`config.mk`:
```
export PLATFORM = sky130hd
export DESIGN_NAME = alsu_pipe
export DESIGN_NICKNAME = d
export VERILOG_FILES = /design/src/rtl/alsu_pipe.sv
export SDC_FILE = /design/constraint.sdc
export NUM_CORES = 1
export LEC_CHECK = 0
export BUFFER_PORTS_ARGS = -buffer_cell sky130_fd_sc_hd__buf_4
export CORE_ASPECT_RATIO = 1.4
export CORE_MARGIN = 10
export CORE_UTILIZATION = 40
export CTS_BUF_LIST = sky130_fd_sc_hd__clkbuf_16
export CTS_CLUSTER_DIAMETER = 60
export CTS_CLUSTER_SIZE = 8
export DETAILED_ROUTE_END_ITERATION = 7
export SETUP_SLACK_MARGIN = 0.02
export SKIP_CTS_REPAIR_TIMING = 1
export SYNTH_ARGS = -nofsm -noshare
export SYNTH_HDL_FRONTEND = slang
export SYNTH_SLANG_ARGS = --single-unit
```
`constraint.sdc`:
```
create_clock -name clk -period 2.1 [get_ports clk]
set_input_delay 0.525 -clock clk [delete_from_list [all_inputs] [get_ports clk]]
set_output_delay 0.525 -clock clk [all_outputs]
set_load 0.02 [all_outputs]
```
`src/rtl/alsu_pipe.sv`:
```
// alsu_pipe: handshaked ALSU with widened signed output and a multi-cycle shift-add multiplier.
module alsu_pipe #(
  parameter int    WIDTH          = 3,
  parameter string INPUT_PRIORITY = "A",
  parameter string FULL_ADDER     = "ON",
  parameter int    LED_WIDTH      = 16
) (
  input  logic                        clk,
  input  logic                        rst_n,
  input  logic                        in_valid,
  output logic                        in_ready,
  input  logic signed [WIDTH-1:0]     A,
  input  logic signed [WIDTH-1:0]     B,
  input  logic [2:0]                  opcode,
  input  logic                        cin,
  input  logic                        serial_in,
  input  logic                        direction,
  input  logic                        red_op_A,
  input  logic                        red_op_B,
  input  logic                        bypass_A,
  input  logic                        bypass_B,
  output logic signed [2*WIDTH-1:0]   out,
  output logic                        out_valid,
  output logic [LED_WIDTH-1:0]        leds
);
  localparam int W2 = 2 * WIDTH;
  localparam int CW = $clog2(WIDTH);
  typedef enum logic [1:0] {IDLE, EXEC, MUL} state_t;
  state_t r_state, w_next;
  logic [WIDTH-1:0] r_a, r_b, w_pri, w_red, w_sel, w_mag_a, w_mag_b, r_mplier;
  logic [2:0] r_op;
  logic r_cin, r_si, r_dir, r_red_a, r_red_b, r_byp_a, r_byp_b;
  logic r_ready, r_out_valid;
  logic [W2-1:0] r_out, w_res, r_acc, r_mcand, w_acc_nxt;
  logic [LED_WIDTH-1:0] r_leds;
  logic [CW-1:0] r_cnt;
  logic w_cin, w_invalid, w_go_mul, w_mul_last, w_done, w_accept;
  function automatic logic [W2-1:0] sext(input logic [WIDTH-1:0] v);
    return {{WIDTH{v[WIDTH-1]}}, v};
  endfunction
  assign w_accept   = in_valid && r_ready;
  assign w_invalid  = ((r_red_a || r_red_b) && r_op >= 3'd2) || r_op >= 3'd6;
  assign w_pri      = (INPUT_PRIORITY == "A") ? r_a : r_b;
  assign w_red      = (r_red_a && r_red_b) ? w_pri : (r_red_a ? r_a : r_b);
  assign w_sel      = (r_byp_a && r_byp_b) ? w_pri : (r_byp_a ? r_a : r_b);
  assign w_cin      = (FULL_ADDER == "ON") ? r_cin : 1'b0;
  assign w_go_mul   = !w_invalid && !(r_byp_a || r_byp_b) && r_op == 3'd3;
  assign w_mag_a    = r_a[WIDTH-1] ? (~r_a + 1'b1) : r_a;
  assign w_mag_b    = r_b[WIDTH-1] ? (~r_b + 1'b1) : r_b;
  assign w_acc_nxt  = r_acc + (r_mplier[0] ? r_mcand : '0);
  assign w_mul_last = r_state == MUL && r_cnt == CW'(WIDTH - 1);
  assign w_done     = (r_state == EXEC && !w_go_mul) || w_mul_last;
  always_comb begin
    w_res = r_out;
    if (r_byp_a || r_byp_b) w_res = sext(w_sel);
    else case (r_op)
      3'd0: w_res = (r_red_a || r_red_b) ? W2'(|w_red) : sext(r_a | r_b);
      3'd1: w_res = (r_red_a || r_red_b) ? W2'(^w_red) : sext(r_a ^ r_b);
      3'd2: w_res = sext(r_a) + sext(r_b) + W2'(w_cin);
      3'd4: w_res = r_dir ? {r_out[W2-2:0], r_si} : {r_si, r_out[W2-1:1]};
      3'd5: w_res = r_dir ? {r_out[W2-2:0], r_out[W2-1]} : {r_out[0], r_out[W2-1:1]};
      default: w_res = r_out;
    endcase
  end
  always_comb begin
    w_next = r_state;
    case (r_state)
      IDLE:    w_next = w_accept ? EXEC : IDLE;
      EXEC:    w_next = w_go_mul ? MUL : IDLE;
      MUL:     w_next = w_mul_last ? IDLE : MUL;
      default: w_next = IDLE;
    endcase
  end
  always_ff @(posedge clk or negedge rst_n) begin
    if (!rst_n) begin
      r_state <= IDLE;
      r_ready <= 1'b0;
      r_out_valid <= 1'b0;
      r_out <= '0;
      r_leds <= '0;
      r_acc <= '0;
      r_mcand <= '0;
      r_mplier <= '0;
      r_cnt <= '0;
      r_a <= '0;
      r_b <= '0;
      r_op <= '0;
      {r_cin, r_si, r_dir, r_red_a, r_red_b, r_byp_a, r_byp_b} <= '0;
    end else begin
      r_state <= w_next;
      r_ready <= w_next == IDLE;
      r_out_valid <= w_done;
      if (w_accept) begin
        r_a <= A;
        r_b <= B;
        r_op <= opcode;
        {r_cin, r_si, r_dir, r_red_a, r_red_b, r_byp_a, r_byp_b} <=
          {cin, serial_in, direction, red_op_A, red_op_B, bypass_A, bypass_B};
      end
      if (r_state == EXEC) begin
        if (w_invalid) begin
          r_out <= '0;
          r_leds <= ~r_leds;
        end else if (w_go_mul) begin
          r_acc <= '0;
          r_mcand <= {{WIDTH{1'b0}}, w_mag_a};
          r_mplier <= w_mag_b;
          r_cnt <= '0;
        end else begin
          r_out <= w_res;
          r_leds <= '0;
        end
      end
      if (r_state == MUL) begin
        r_acc <= w_acc_nxt;
        r_mcand <= r_mcand << 1;
        r_mplier <= r_mplier >> 1;
        r_cnt <= r_cnt + CW'(1);
        if (w_mul_last) begin
          r_out <= (r_a[WIDTH-1] ^ r_b[WIDTH-1]) ? -w_acc_nxt : w_acc_nxt;
          r_leds <= '0;
        end
      end
    end
  end
  assign in_ready  = r_ready;
  assign out_valid = r_out_valid;
  assign out       = r_out;
  assign leds      = r_leds;
endmodule

```
# Word-level counts from Yosys, hierarchy flattened
# Cells that the tools add are included.
# classes
n_addsub	7
n_mul	0
div_mod_pow	0
n_lt_le_gt_ge	2
eq_ne	9
shifts	0
n_mux	44
bitwise	6
reduce_logical	23
# op_table
operator	n
$mux 6	20
$mux 16	5
$mux 3	10
$pmux 6 s5	1
$not 16->16	1
$mux 2	6
$logic_and 1x1->1	8
$add 3x1->3 const B	2
$add 6x6->6	1
$eq 3x2->1 const B	2
$eq 3x3->1 const B	2
$neg 6->6	1
$not 3->3	2
$pmux 2 s3	1
$add 4x2->5	1
$add 3x3->4	1
$eq 2x2->1 const B	2
$logic_not 2->1	2
$logic_or 1x1->1	4
$reduce_bool 2->1	2
$eq 3x1->1 const B	1
$ge 3x2->1 const B	1
$ge 3x3->1 const B	1
$logic_not 1->1	3
other kinds (11)	11
# word_totals
ff_bits	59
latchBits	0
mem_bits_rw	0
rom_bits	0
in_bits	19
output_inout_bits	24
elab_cells	110
mem_count	0

# Logic depth before layout (Yosys ltp)
# Gate-level depths: netlist (run 1).
# logic_depth
word_depth	11
depth_mapped	9
mapped_depth_nobuf	9

# Worst setup path before layout (run 1)
# Ideal clock, no wire load.
# synth_timing
kind	register to register
start	register r_a[0]
end	register r_out[5], in the netlist out[5]
setup_time_ps	94
arrival_ps	2234
required_time_ps	2006
slack_ps	-228
stages_incl_launch_ff	10
n_path_buf	0
period_less_slack_ps	2328
path_cell_list	dfrtp_1 fa_1 inv_1 fa_1 inv_1 fa_1 or2b_1 o311a_1 o311a_1 a211oi_1
# synth_via
elab_chain_cells	9
# synth_rtl
item	line_no	source
start: declaration	30	logic [WIDTH-1:0] r_a, r_b, w_pri, w_red, w_sel, w_mag_a, w_mag_b, r_mplier;
start signal: assignment	85	r_a <= '0;
start signal: assignment	94	r_a <= A;
$add 3x3->4 *	59	3'd2: w_res = sext(r_a) + sext(r_b) + W2'(w_cin);
$add 4x2->5 *	59	
$pmux 6 s5 *	56	else case (r_op)
$mux 6 *	55	if (r_byp_a || r_byp_b) w_res = sext(w_sel);
$mux 6 *	104	end else if (w_go_mul) begin
$mux 6 *	101	if (w_invalid) begin
$mux 6 *	100	if (r_state == EXEC) begin
$mux 6	119	if (w_mul_last) begin
$mux 6 *	114	if (r_state == MUL) begin
end signal: assignment	110	r_out <= w_res;
end signal: assignment	120	r_out <= (r_a[WIDTH-1] ^ r_b[WIDTH-1]) ? -w_acc_nxt : w_acc_nxt;
end: declaration	34	logic [W2-1:0] r_out, w_res, r_acc, r_mcand, w_acc_nxt;
# Mark *: on every way between the ends. The rest lies on a longest branch, timed or not.
# A chain may end at the register's enable or synchronous reset.

# Worst setup path in the final report (run 1)
# Ends and elaborated chain as after synthesis.

==> flow_summary.yaml, run 1 <==
run_status:
  status: "finished with violations"
  violations: "negative setup slack"
timing:
  tightest_slew_ns: 0.602
  fmax_ghz: 0.431
  timing.setup.tns_ns: -0.435
  setup_viol: 3
  drv_slew: 0
  max-slew-margin-rel_pct: 58.8
  post-route-period-util_pct: 110
  layout_min_cycle_time_ns: 2.32
  setup_slack_ns: -0.220
  fin_worst_skew_ns: 0.00568
  rsz0062_at_grt: "yes"
  finalHoldViolations: 0
die:
  core_sq_um: 8660
  io_pins: 43
  die_area_sq_um: 13200
  die_w_um: 100
  num_rows: 40
  initial_core_util_pct: 41.5
  fp.dieH_um: 132
detailed_routing:
  first_pass_iters: 4
  wire_per_inst_um: 16.8
  routed_wl_mm: 8.90
  drc: 0
  viasPerCell: 5.38
  vias: 2858
  drt_iter0_markers: 134
  antenna_left: 0
synth:
  synth_seq_area_share_pct: 41.1
  netlist_area_sq_um: 3590
  ys_ff_latch: 59
  async_flop_share_pct: 100
  syn_nets: 392
  synth_cell_type_count: 61
  synthCells: 350
  syn_avg_cell_area_sq_um: 10.3
  synth_edf_count: 0
  ys_warn_count: 0
  synth_ff_type: "dfrtp_1"
finish:
  drive_above_1_share_pct: 35.2
  fin_cells: 531
  finalNetCount: 464
  fillers: 784
  syn2layout_area_growth_pct: 28.4
  diodes: 0
critical_path:
  critPathLaunch: "r_a[0]"
  cp.arrival_ns: 2.57
  worstPathRequired_ns: 2.35
  cp_max_fo: 2
  reg2regPathDepth: 9
  rrSetupSlack_ns: -0.22
  path_class: "reg2reg"
  reg2reg_from: "r_a[0]"
  crit_path_end: "out[5]"
  crit_path_end_kind: "flop"
  reg2reg_to: "out[5]"
  start_kind: "flop"
clock_network:
  cts_inserted_buffers: 9
  cts_root_buf: "clkbuf_16"
  clkSinkCount: 59
  clock_latency_ns: 0.34
  clock_path_buffers: 2
  cts_tree: "built"
  clk_pin_slew_ns: 0.05
  cts-htree-levels: 3
placed_design:
  port_buffers: 42
  hpwl_mm: 6.65
  dp_cells: 514
  gp_congestion: 0.906
grt:
  grt.overflow.total: 0
  grt_max_degree: 36
  grt_pass1_vias: 2953
  antenna_found_initial: 0
  grt.total_usage_pct: 13.6
  grt_pass1_wl_mm: 14.5
run:
  drv_cap: 0
pwr:
  p_leak_nw: 2.12
  p_per_area_nw_per_um2: 1140
  power_w: 0.00524
  ir_drop_mv: 0.702
worst_hold_path:
  min_path_type: "in2async"
worst max-delay path: stages, from the launching register on:
cell and delay [ns]:
dfrtp_1 0.40, fa_2 0.41, inv_2 0.06, fa_1 0.15, inv_1 0.05, fa_2 0.33
or2b_1 0.25, o311a_1 0.14, o311a_1 0.30, a211oi_2 0.14
cells in the mapped netlist (5+ instances only):
| cell type | number | area [sq um] |
|---|---|---|
| and2_1 | 9 | 56.3 |
| mux2_2 | 16 | 180 |
| inv_1 | 18 | 67.6 |
| dfrtp_1 | 59 | 1480 |
| a21oi_1 | 17 | 85.1 |
| nand2b_1 | 5 | 31.3 |
| clkbuf_1 | 7 | 26.3 |
| ha_1 | 19 | 238 |
| o21ai_0 | 18 | 90.1 |
| or2_2 | 6 | 37.5 |
| nand2_1 | 26 | 97.6 |
| mux2i_1 | 27 | 270 |
| buf_6 | 6 | 67.6 |
| nor2_1 | 33 | 124 |
through the flow:
stage	hold slack, ns	worst slack (ns)	instance area, sq um	util [%]
finish	0.0950	-0.220	4610	53.3
global route	0.118	-0.285	4610	53.3
CTS	0.100	-0.313	4460	51.5
detailed placement	0.457	-0.320	4200	48.5
global placement	0.451	-0.254	4200	48.5
floorplan	0.229	-0.167	3590	-
power breakdown:
group / switching, W / internal [W]
combinational: 0.00113 / 0.00104
sequential: 0.000314 / 0.00145
clock: 0.000525 / 0.000778
total: 0.00197 / 0.00327
routing by layer:
metal / track usage (%) / up-vias / part of all wire (%) / routed length, um
li1: - / 1377 / - / -
met1: 15.1 / 1409 / 41 / 3630
met3: 3.41 / 20 / 4.5 / 402
met4: 7.24 / 0 / 2.6 / 230
met5: 0 / - / 0 / 0
met2: 22.9 / 52 / 52 / 4630
kinds of logic after synthesis:
kind of cell | after synthesis | synth area share [%]
compound gates | 80 | 15.4
xor+xnor | 6 | 1.46
fa+ha+maj | 23 | 8.85
buf+inv | 36 | 5.47
flops | 59 | 41.1
mux | 43 | 12.5
simple gates | 103 | 15.2
registers in the layout, summed over array words and instances, names as in the netlist, 2 cells and up:
signal and flops:
r_state 2, r_a 3, leds 16, r_acc 6, out 6, r_mplier 3, r_op 3, r_cnt 2
r_b 3, r_mcand 6
how the worst min path moves through the flow:
stage / from / to / slack [ns] / cells after the start
final: rst_n / leds[2] / 0.09 / 1
after global routing: rst_n / leds[4] / 0.12 / 1
after CTS: rst_n / leds[2] / 0.10 / 1
after detailed placement: rst_n / leds[2] / 0.46 / 1
after global placement: rst_n / leds[15] / 0.45 / 1
after floorplan: rst_n / in_ready / 0.23 / 0
final cells by class:
type                    instances  area [sq um]  share of cell area (%)
multi-input cells             255          2060                    44.6
flip-flops and latches         59          1480                    32.0
repair buffers                 79           618                    13.4
clock buffers                   9           225                    4.88
well taps                     105           131                    2.85
inverters                      18          67.6                    1.47
clock inverters                 6          35.0                   0.760
placed cells by master, fill, tap and decap left out, drive strengths merged, types with 7 or more instances in the layout:
cell type and count:
inv 19, dfrtp 59, or2 7, mux2i 27
nand2 26, and2 9, nor2 33, buf 79
mux2 16, a21oi 17, clkbuf 9, ha 19
o21ai 20
Power figures use the tool's default switching activity.
==> inputs of run 2 (changes only) <==
CORE_ASPECT_RATIO = 0.6   (was 1.4)
SETUP_SLACK_MARGIN = 0.4   (was 0.02)
==> run 2 against run 1 <==
Net effect:
- the run still ends with negative setup slack left
- sequential cell count unchanged
- critical path depth unchanged
- register-to-register slack got worse by 0.05 ns
- non-clock buffer count decreased by 6
- count of clock-buffer cells in the layout is the same
- clock skew about the same
- setup slack worse by 0.047 ns
- sequential power barely moved
- critical path type unchanged
- largest power group unchanged
==> flow_summary.yaml, run 2 (synthesis gave the netlist of run 1 again) <==
worst_hold_path:
  min_path_type: "in2async"
placed_design:
  port_buffers: 42
  placed_cell_area_sq_um: 4250
  dp_cells: 515
  hpwl_mm: 6.75
  gp_congestion: 0.832
critical_path:
  critPathMaxStageDelay_ns: 0.42
  path_class: "reg2reg"
  worstPathRequired_ns: 2.35
  rrSetupSlack_ns: -0.27
  reg2reg_from: "r_a[0]"
  cp.arrival_ns: 2.62
  critPathSlowestCell: "fa_2"
  path_cells: "fa_2 > inv_2 > fa_2 > inv_2 > fa_2 > or2b_1 > o311a_1 > o311a_1 > a211oi_2"
  crit_top_cell: "fa_2"
  reg2regPathDepth: 9
  cp_max_fo: 2
  start_kind: "flop"
  reg2reg_to: "out[5]"
  crit_path_end_kind: "flop"
finish:
  final_common_cell: "buf_4"
  finalNetCount: 458
  layout_common_cells: "buf_4, dfrtp_1, nor2_1, mux2i_1, nand2_1"
  syn2layout_area_growth_pct: 30.5
  fin_cells: 532
  drive_above_1_share_pct: 36.9
  largest_reg_flops: 16
  utilization_pct: 54.4
  diodes: 0
  stdcell_area_sq_um: 4690
pwr:
  ir_drop_mv: 0.662
  p_leak_nw: 2.13
  power_w: 0.00534
  p_per_area_nw_per_um2: 1140
timing:
  drv_slew: 0
  finalHoldViolations: 0
  fmax_ghz: 0.422
  setup_viol: 3
  tightest_slew_ns: 0.539
  layout_min_cycle_time_ns: 2.37
  rsz0062_at_grt: "yes"
  max-slew-margin-rel_pct: 64.1
  post-route-period-util_pct: 113
  setup_slack_ns: -0.267
  fin_worst_skew_ns: 0.00560
die:
  core_sq_um: 8620
  io_pins: 43
  fp.dieH_um: 93.4
  initial_core_util_pct: 41.7
  die_w_um: 142
  die_area_sq_um: 13300
  num_rows: 26
clock_network:
  clock_path_buffers: 2
  clk_pin_slew_ns: 0.05
  clkSinkCount: 59
  cts_tree: "built"
  cts_root_buf: "clkbuf_16"
  cts_inserted_buffers: 9
  cts-htree-levels: 3
  clock_latency_ns: 0.33
detailed_routing:
  first_pass_iters: 4
  viasPerCell: 5.32
  vias: 2832
  drt_iter0_markers: 172
  routed_wl_mm: 8.79
  antenna_left: 0
  wire_per_inst_um: 16.5
  drc: 0
grt:
  grt.busiest_layer: "met1"
  grt_util_met3_pct: 5.20
  grt_pass1_vias: 2835
  grt_pass1_wl_mm: 14.7
  grt.overflow.total: 0
  grt.total_usage_pct: 13.7
  grt_max_degree: 39
  use_met2_pct: 18.6
  antenna_found_initial: 0
  grt_use_met1_pct: 19.1
run:
  drv_cap: 0
run_status:
  status: "finished with violations"
  violations: "negative setup slack"
## run 2: routing by layer
metal	vias up	part of all wire, %
li1	1371	-
met1	1378	52
met2	71	39
met3	12	7.3
met4	0	1.6
met5	-	0
## run 2: how the worst max path moves through the flow
stage           start     end  slack (ns)
2_1_floorplan  r_b[0]  out[5]       -0.16
3_3_place_gp    r_cin  out[5]       -0.21
3_5_place_dp    r_cin  out[5]       -0.30
4_1_cts         r_cin  out[5]       -0.32
5_1_grt        r_a[0]  out[5]       -0.33
6_report       r_a[0]  out[5]       -0.27
## run 2: stage by stage
| stage | hold slack (ns) | setup slack [ns] | setup TNS [ns] |
|---|---|---|---|
| 6_report | 0.0850 | -0.267 | -0.607 |
| 3_3_place_gp | 0.436 | -0.214 | -0.353 |
| 3_5_place_dp | 0.440 | -0.300 | -0.571 |
| 4_1_cts | 0.0815 | -0.319 | -0.627 |
| 2_1_floorplan | 0.229 | -0.159 | -0.174 |
| 5_1_grt | 0.102 | -0.332 | -0.856 |
## run 2: critical path, delay by kind of cell, from the launching register on
kind                     cells  cell delay [ns]
AND/OR/NAND/NOR              1             0.26
AO/OA/AOI/OAI                3             0.57
flip-flops                   1             0.40
adder cells (fa/ha/maj)      3             0.94
buffers and inverters        2             0.12
## run 2: layout make-up
| cell class | count | area, sq um |
|---|---|---|
| well taps | 112 | 140 |
| flip-flops and latches | 59 | 1480 |
| multi-input cells | 255 | 2130 |
| inverters | 18 | 75.1 |
| clock inverters | 6 | 50.0 |
| fillers | 739 | 3930 |
| repair buffers | 73 | 592 |
| clock buffers | 9 | 225 |
## run 2: power by group
group | switching (W) | internal [W]
logic | 0.00113 | 0.00105
registers | 0.000340 | 0.00145
clock network | 0.000479 | 0.000889
==> inputs of run 3 (changes only) <==
--- a/config.mk
+++ b/config.mk
@@ -7,3 +7,3 @@
 export LEC_CHECK = 0
-export BUFFER_PORTS_ARGS = -buffer_cell sky130_fd_sc_hd__buf_4
+export BUFFER_PORTS_ARGS = -buffer_cell sky130_fd_sc_hd__buf_2
 export CORE_ASPECT_RATIO = 0.6
@@ -15,2 +15,3 @@
 export DETAILED_ROUTE_END_ITERATION = 7
+export HOLD_SLACK_MARGIN = 0.1
 export SETUP_SLACK_MARGIN = 0.4
==> constraint.sdc (replaced) <==
create_clock -name clk -period 2.1 [get_ports clk]
set_input_delay 0.105 -clock clk [delete_from_list [all_inputs] [get_ports clk]]
set_output_delay 0.105 -clock clk [all_outputs]
set_load 0.02 [all_outputs]
==> run 3 against run 2 <==
Net effect:
- the run still ends with negative setup slack left
- non-clock buffer count grew 33
- setup slack improved by 0.047 ns
- combinational power hardly changed
- clock skew rose by 0.0030 ns
- count of clock-buffer cells in the layout stayed put
- cell area rose by 5.8%
- critical endpoint unchanged
==> flow_summary.yaml, run 3 (synthesis gave the netlist of run 1 again) <==
run_status:
  status: "finished with violations"
  violations: "negative setup slack"
finish:
  stdcell_area_sq_um: 4960
  finalNetCount: 491
  final_common_cell: "dfrtp_1"
  largest_reg_flops: 16
  fillers: 718
  syn2layout_area_growth_pct: 38.1
  layout_common_cells: "dfrtp_1, buf_2, nor2_1, buf_4, mux2i_1"
  drive_above_1_share_pct: 39.5
  fin_cells: 565
  diodes: 0
run:
  drv_cap: 0
timing:
  post-route-period-util_pct: 110
  layout_min_cycle_time_ns: 2.32
  drv_slew: 0
  max-slew-margin-rel_pct: 57.8
  setup_viol: 3
  finalHoldViolations: 0
  fin_worst_skew_ns: 0.00859
  tightest_slew_ns: 0.633
  fmax_ghz: 0.431
  setup_slack_ns: -0.220
  rsz0062_at_grt: "yes"
critical_path:
  path_class: "reg2reg"
  crit_path_end_kind: "flop"
  cp_max_fo: 2
  reg2reg_to: "out[5]"
  worstPathRequired_ns: 2.35
  reg2regPathDepth: 9
  cp.arrival_ns: 2.57
  reg2reg_from: "r_a[0]"
  rrSetupSlack_ns: -0.22
  start_kind: "flop"
pwr:
  p_leak_nw: 2.24
  p_per_area_nw_per_um2: 1050
  ir_drop_mv: 0.487
  power_w: 0.00520
die:
  fp.dieH_um: 93.4
  num_rows: 26
  core_sq_um: 8620
  die_area_sq_um: 13300
  die_w_um: 142
  io_pins: 43
  initial_core_util_pct: 41.7
grt:
  antenna_found_initial: 0
  grt_util_met3_pct: 4.75
  grt_pass1_vias: 2798
  grt.busiest_layer: "met1"
  grt_pass1_wl_mm: 14.2
  grt.overflow.total: 0
  grt_use_met1_pct: 19.2
  use_met2_pct: 17.7
  grt_max_degree: 35
  grt.total_usage_pct: 13.2
placed_design:
  placed_cell_area_sq_um: 4150
  port_buffers: 42
  hpwl_mm: 6.55
  gp_congestion: 0.851
  dp_cells: 515
clock_network:
  clk_pin_slew_ns: 0.05
  cts_root_buf: "clkbuf_16"
  clock_latency_ns: 0.33
  clkSinkCount: 59
  cts_tree: "built"
  cts_inserted_buffers: 9
  cts-htree-levels: 3
  clock_path_buffers: 2
detailed_routing:
  first_pass_iters: 4
  routed_wl_mm: 9.27
  vias: 2978
  viasPerCell: 5.27
  antenna_left: 0
  wire_per_inst_um: 16.4
  drt_iter0_markers: 135
  drc: 0
worst_hold_path:
  min_path_type: "in2async"
## run 3: cell types whose count changed in the layout (fill, tap and decap cells not counted), moves of 3 or more
cell           before  now
buf_4              66   30
o21ai_0            12    4
dlygate4sd3_1       0   18
dfrtp_2             0    4
inv_1              15   12
o21ai_1             4   13
buf_6               5   12
buf_2               0   42
dfrtp_1            59   55
clkinv_1            2    5
## run 3: worst max-delay path, cell delays in order, from the launching register on
cell and delay [ns]:
dfrtp_1 0.40, fa_2 0.42, inv_2 0.07, fa_2 0.19, inv_2 0.05, fa_2 0.33
or2b_1 0.24, o311a_1 0.13, o311a_1 0.30, a211oi_2 0.13
## run 3: cell type report
type                            instances  area, sq um  area share [%]
Timing Repair Buffer                  106          826            16.6
Clock buffer                            9          225            4.54
Sequential cell                        59         1480            29.9
Clock inverter                          6         23.8           0.479
Multi-Input combinational cell        255         2190            44.1
Tap cell                              112          140            2.82
Inverter                               18         78.8            1.59
## run 3: stage by stage
step | setup TNS, ns | hold slack, ns | utilization [%] | setup slack, ns
2_1_floorplan | -0.174 | -0.191 | - | -0.159
3_3_place_gp | -0.380 | 0.163 | 48.1 | -0.220
3_5_place_dp | -0.557 | 0.165 | 48.1 | -0.275
4_1_cts | -0.581 | -0.188 | 51.0 | -0.278
5_1_grt | -0.919 | 0.421 | 57.6 | -0.301
6_report | -0.479 | 0.336 | 57.6 | -0.220
## run 3: layer usage
metal / vias up / wire length (um)
met5: - / 0
met4: 0 / 78
met3: 8 / 554
met2: 84 / 3870
met1: 1429 / 4770
li1: 1457 / -
## run 3: worst max path at each step
stage | from | end | cells past startpoint
after floorplan | r_b[0] | out[5] | 9
after global placement | r_cin | out[5] | 9
after detailed placement | r_cin | out[5] | 9
after CTS | r_cin | out[5] | 9
after global routing | r_a[0] | out[5] | 9
final | r_a[0] | out[5] | 9
## run 3: power by group
| part | internal, W | total, W | switching [W] |
|---|---|---|---|
| sequential | 0.00146 | 0.00178 | 0.000327 |
| combinational | 0.00102 | 0.00218 | 0.00116 |
| clock | 0.000765 | 0.00124 | 0.000474 |
